$ cat src/rtl/uart_cmd_ctrl.sv
// Command sequencer behind the UART receiver: frames SYNC/CMD/ADDR/DATA[/CSUM] into register-bus accesses.
// Define UART_CMD_CSUM_EN to add the trailing checksum byte and its check.
module uart_cmd_ctrl #(
   parameter logic [7:0] SYNC_BYTE = 8'h55,
   parameter int         TIMEOUT   = 4096,
   parameter int         ADDR_W    = 8
) (
   input  logic              clk,
   input  logic              rst,
   input  logic [7:0]        rx_data,
   input  logic              rx_valid,
   output logic              rx_ack,
   output logic              reg_wr,
   output logic              reg_rd,
   output logic [ADDR_W-1:0] reg_addr,
   output logic [7:0]        reg_wdata,
   input  logic [7:0]        reg_rdata,
   output logic [7:0]        tx_data,
   output logic              tx_valid,
   input  logic              tx_ready,
   output logic [7:0]        err_cnt
);

   localparam int TMR_W = $clog2(TIMEOUT + 1);

   localparam logic [7:0] CMD_WR   = 8'h01;
   localparam logic [7:0] CMD_RD   = 8'h02;
   localparam logic [7:0] RESP_OK  = 8'hAC;
   localparam logic [7:0] RESP_ERR = 8'hEE;

   typedef enum logic [2:0] {
      S_SYNC, S_CMD, S_ADDR, S_DATA, S_CSUM, S_EXEC, S_RDWAIT, S_RESP
   } state_t;

   state_t            state_q, state_d;
   logic              armed_q, armed_d;
   logic              rx_ack_q, rx_ack_d;
   logic              reg_wr_q, reg_wr_d;
   logic              reg_rd_q, reg_rd_d;
   logic [ADDR_W-1:0] reg_addr_q, reg_addr_d;
   logic [7:0]        reg_wdata_q, reg_wdata_d;
   logic [7:0]        tx_data_q, tx_data_d;
   logic              tx_valid_q, tx_valid_d;
   logic [7:0]        err_cnt_q, err_cnt_d;
   logic [TMR_W-1:0]  timer_q, timer_d;
   logic              cmd_rd_q, cmd_rd_d;
   logic [7:0]        addr_q, addr_d;
   logic [7:0]        data_q, data_d;
`ifdef UART_CMD_CSUM_EN
   logic [7:0]        cmd_q, cmd_d;
`endif

   logic in_frame;
   logic accept;
   logic timeout;

   function automatic logic [7:0] err_inc(input logic [7:0] cnt);
      return (cnt == 8'hFF) ? 8'hFF : cnt + 8'd1;
   endfunction

   always_comb begin
      state_d     = state_q;
      armed_d     = armed_q;
      rx_ack_d    = rx_ack_q;
      reg_wr_d    = 1'b0;
      reg_rd_d    = 1'b0;
      reg_addr_d  = reg_addr_q;
      reg_wdata_d = reg_wdata_q;
      tx_data_d   = tx_data_q;
      tx_valid_d  = tx_valid_q;
      err_cnt_d   = err_cnt_q;
      timer_d     = '0;
      cmd_rd_d    = cmd_rd_q;
      addr_d      = addr_q;
      data_d      = data_q;
`ifdef UART_CMD_CSUM_EN
      cmd_d       = cmd_q;
`endif

      in_frame = (state_q == S_CMD) || (state_q == S_ADDR) ||
                 (state_q == S_DATA) || (state_q == S_CSUM);
      // Bytes are only taken while hunting for SYNC or collecting a frame.
      accept  = rx_valid && armed_q && (in_frame || (state_q == S_SYNC));
      timeout = in_frame && !accept && (timer_q == TMR_W'(TIMEOUT - 1));

      if (accept) begin
         rx_ack_d = 1'b1;
         armed_d  = 1'b0;
      end else if (!armed_q && !rx_valid) begin
         rx_ack_d = 1'b0;
         armed_d  = 1'b1;
      end

      if (in_frame && !accept) begin
         timer_d = timer_q + 1'b1;
      end

      case (state_q)
         S_SYNC: begin
            if (accept && (rx_data == SYNC_BYTE)) begin
               state_d = S_CMD;
            end
         end
         S_CMD: begin
            if (accept) begin
               if ((rx_data == CMD_WR) || (rx_data == CMD_RD)) begin
                  cmd_rd_d = (rx_data == CMD_RD);
`ifdef UART_CMD_CSUM_EN
                  cmd_d    = rx_data;
`endif
                  state_d  = S_ADDR;
               end else begin
                  err_cnt_d = err_inc(err_cnt_q);
                  tx_data_d = RESP_ERR;
                  state_d   = S_RESP;
               end
            end
         end
         S_ADDR: begin
            if (accept) begin
               addr_d  = rx_data;
               state_d = S_DATA;
            end
         end
         S_DATA: begin
            if (accept) begin
               data_d  = rx_data;
`ifdef UART_CMD_CSUM_EN
               state_d = S_CSUM;
`else
               state_d = S_EXEC;
`endif
            end
         end
         S_CSUM: begin
`ifdef UART_CMD_CSUM_EN
            if (accept) begin
               if (rx_data == 8'(cmd_q + addr_q + data_q)) begin
                  state_d = S_EXEC;
               end else begin
                  err_cnt_d = err_inc(err_cnt_q);
                  tx_data_d = RESP_ERR;
                  state_d   = S_RESP;
               end
            end
`else
            state_d = S_SYNC;
`endif
         end
         S_EXEC: begin
            reg_addr_d = addr_q[ADDR_W-1:0];
            if (cmd_rd_q) begin
               reg_rd_d = 1'b1;
               state_d  = S_RDWAIT;
            end else begin
               reg_wr_d    = 1'b1;
               reg_wdata_d = data_q;
               tx_data_d   = RESP_OK;
               state_d     = S_RESP;
            end
         end
         S_RDWAIT: begin
            // Read data is valid the cycle after the strobe has dropped.
            if (!reg_rd_q) begin
               tx_data_d = reg_rdata;
               state_d   = S_RESP;
            end
         end
         S_RESP: begin
            if (!tx_valid_q) begin
               tx_valid_d = 1'b1;
            end else if (tx_ready) begin
               tx_valid_d = 1'b0;
               state_d    = S_SYNC;
            end
         end
         default: state_d = S_SYNC;
      endcase

      if (timeout) begin
         err_cnt_d = err_inc(err_cnt_q);
         state_d   = S_SYNC;
      end
   end

   always_ff @(posedge clk) begin
      if (rst) begin
         state_q     <= S_SYNC;
         armed_q     <= 1'b1;
         rx_ack_q    <= 1'b0;
         reg_wr_q    <= 1'b0;
         reg_rd_q    <= 1'b0;
         reg_addr_q  <= '0;
         reg_wdata_q <= '0;
         tx_data_q   <= '0;
         tx_valid_q  <= 1'b0;
         err_cnt_q   <= '0;
         timer_q     <= '0;
         cmd_rd_q    <= 1'b0;
      end else begin
         state_q     <= state_d;
         armed_q     <= armed_d;
         rx_ack_q    <= rx_ack_d;
         reg_wr_q    <= reg_wr_d;
         reg_rd_q    <= reg_rd_d;
         reg_addr_q  <= reg_addr_d;
         reg_wdata_q <= reg_wdata_d;
         tx_data_q   <= tx_data_d;
         tx_valid_q  <= tx_valid_d;
         err_cnt_q   <= err_cnt_d;
         timer_q     <= timer_d;
         cmd_rd_q    <= cmd_rd_d;
      end
   end

   // Frame payload holding registers need no reset; they are rewritten before use.
   always_ff @(posedge clk) begin
      addr_q <= addr_d;
      data_q <= data_d;
`ifdef UART_CMD_CSUM_EN
      cmd_q  <= cmd_d;
`endif
   end

   assign rx_ack    = rx_ack_q;
   assign reg_wr    = reg_wr_q;
   assign reg_rd    = reg_rd_q;
   assign reg_addr  = reg_addr_q;
   assign reg_wdata = reg_wdata_q;
   assign tx_data   = tx_data_q;
   assign tx_valid  = tx_valid_q;
   assign err_cnt   = err_cnt_q;

endmodule

$ cat config.mk
export PLATFORM = sky130hd
export DESIGN_NAME = uart_cmd_ctrl
export DESIGN_NICKNAME = d
export VERILOG_FILES = /design/src/rtl/uart_cmd_ctrl.sv
export SDC_FILE = /design/constraint.sdc
export NUM_CORES = 1
export LEC_CHECK = 0
export CAP_MARGIN = 20
export CORE_MARGIN = 2
export CORE_UTILIZATION = 46
export DETAILED_ROUTE_END_ITERATION = 8
export PLACE_DENSITY = 0.75
export SLEW_MARGIN = 20
export SYNTH_ARGS = -nofsm -noshare
export SYNTH_HDL_FRONTEND = slang
export SYNTH_SLANG_ARGS = --single-unit
$ cat constraint.sdc
create_clock -name clk -period 1.6 [get_ports clk]
set_input_delay 0.32 -clock clk [delete_from_list [all_inputs] [get_ports clk]]
set_output_delay 0.32 -clock clk [all_outputs]
set_load 0.01 [all_outputs]
==> metrics.txt <==
drt initial violations=128; synth top area cells=dfxtp_1, edfxtp_1, nor2_1, mux2i_1, nand2_1; clk root buf=clkbuf_8; NumNets Final=416; count of cell types in the netlist=52; Peak VDD IR=0.000489 V; # hold bufs at CTS=0; vias in the first global route=2534; placed cells=449; Pwr Total=3.31 mW; min Tclk post-route=1560 ps; Die Ht=83.3 um; Post-Syn Instances=285; RSZ-0062 raised after global routing=true; flops & latches, synth=70; crit-path cells=clkdlybuf4s50_1; initial antenna violation count=0; Buf/Inv on CP=1; post-synthesis instance area=2890 um2; Setup crit start kind=register; Pwr Density=781 nW/um2; gp weighted congestion=0.838; Die X=83.3 um; H-tree depth=3; setup tns final=0 ps; row cnt=28; crit path DAT=1240 ps; fin area=4250 um2; I/O Pins=56; Seq/Total Area, Yosys=54.0%; critical path's largest stage delay=540 ps; critical setup path kind=register to primary output; fmax=641 MHz; post-synth top area share=37.4%; share of cells above drive strength 1=28.8%; final setup vio count=0; Worst-Skew Late Latency=340 ps; Worst path slowest cell=clkdlybuf4s50_1; DPL Wire Length=4.55 mm; initial core utilization=48.3%; Leakage=1.82 nW; commonest cells after routing, fill and taps aside=buf_4, nor2_1, dfxtp_1; gr usage total=20.5%; delay-heaviest family, CP=buffers and inverters; Sink Count=70; outcome=completed; Max-slew headroom=78.8%; HP Class=input pin to register; commonest non-fill, non-tap cell in the layout=buf_4; clock tree buffer depth=2; YS warnings=0; CORE AREA=5990 um2; CTS tree=built; fraction of the cycle the final worst path needs=97.5%; post-synthesis to final-layout area growth=46.9%; DR WL/cell=14.3 um; CTS buffer count=9; multi-input combinational cell area=1380 um2; drt first pass iters=4; Worst setup EP type=primary output; Worst Path Required=1280 ps; clock-pin slew on the worst setup and hold paths=70 ps; endpoints failing hold=0; largest net degree at the start of global routing=20; Clock Skews=5.08 ps; cell taking the most area after synthesis=dfxtp_1; DR DRC count=0; Die ar.=6940 um2; Top FF cell, synth=dfxtp_1; first-pass GRT wire length=11.5 mm; final wirelength=6.76 mm; post-route insts no fill=474; grt ovf=0; Post-synth EDFFs=16; DR vias/cell=5.23; fill cell count=431; Worst Tran Pin Value=316 ps; DP Area=3830 um2; Max Cap Violations=0; detailed-route via count=2478; synthesized area per cell=10.1 um2; async set or reset register ratio after synthesis=0%; CP max FO=2; post-synthesis net count=307; Routed Antenna Nets=0; I/O Buffers=55; # diodes=0; Sequential Area=1580 um2; Slew Viols, Final=0
## area by class of cell
cell class                 count  area share [%]
clock inverter                 7            1.53
timing repair buffer         110            23.2
inverter                       7           0.619
clock buffer                   9            2.92
multi-input combinational    196            32.5
tap                           75            2.21
sequential                    70            37.1
## where the power goes
part	switching [mW]	internal (mW)	total, mW
registers	0.00260	1.81	1.81
clock network	0.671	0.705	1.38
logic	0.0589	0.0696	0.129
total	0.733	2.58	3.31
## synthesized netlist by cell type (3+ instances only)
cell and n:
a311oi_1 4, clkbuf_1 8, nor3b_1 3, edfxtp_1 16, nor3_1 8, xnor2_1 7
nand2b_1 4, mux2i_1 10, nor2_1 46, a21oi_1 14, nor3_2 3, dfxtp_1 54
nand3b_1 3, nand4_1 3, inv_1 7, a31oi_1 3, xor2_1 4, nand2_1 24
a211oi_1 9, nand3_1 10, o21ai_0 5
## registers in the layout, indices dropped and copies added, names as in the netlist
signal,count
reg_rd,1
err_cnt,8
rx_ack,1
data_q,8
state_q,3
tx_data,8
timer_q,13
tx_valid,1
cmd_rd_q,1
reg_wdata,8
addr_q,8
armed_q,1
reg_wr,1
reg_addr,8
## routing by layer
layer  part of all wire [%]  global-route usage [%]
met4                    2.3                    8.35
met3                    2.9                    4.97
met2                     51                    36.0
met1                     43                    23.8
met5                      0                       0
## path summary, 6_finish.rpt
path / start / to / slack, ps / depth (start not counted)
worst max-delay path: err_cnt[7] / err_cnt[7] / 40 / 1
worst min-delay path: rx_data[2] / data_q[2] / 330 / 2
worst max register to register: timer_q[0] / err_cnt[7] / 70 / 7
worst min register to register: reg_wdata[3] / reg_wdata[3] / 470 / 2
## timing repair
action	CTS	global route
pin swaps	15	11
gates cloned	1	0
setup endpoints to repair	32	29
gates resized for setup	33	27
buffers inserted	4	4
## kinds of logic after synthesis
kind of cell    Yosys count  synth area share [%]
simple gates            124                  22.2
flops                    70                  54.0
compound gates           48                  12.2
buf+inv                  20                  3.94
xor+xnor                 11                  3.33
mux                      10                  3.46
fa+ha+maj                 2                 0.865
## per-stage QoR
stage	utilization, %	hold WS, ps	worst slack, ps
after global placement	63.9	444	-518
after floorplan	-	407	27.4
after CTS	68.9	344	-32.3
after global routing	70.9	330	-61.1
final	70.9	332	40.2
after detailed placement	63.9	456	-533
Power figures use the tool's default switching activity.
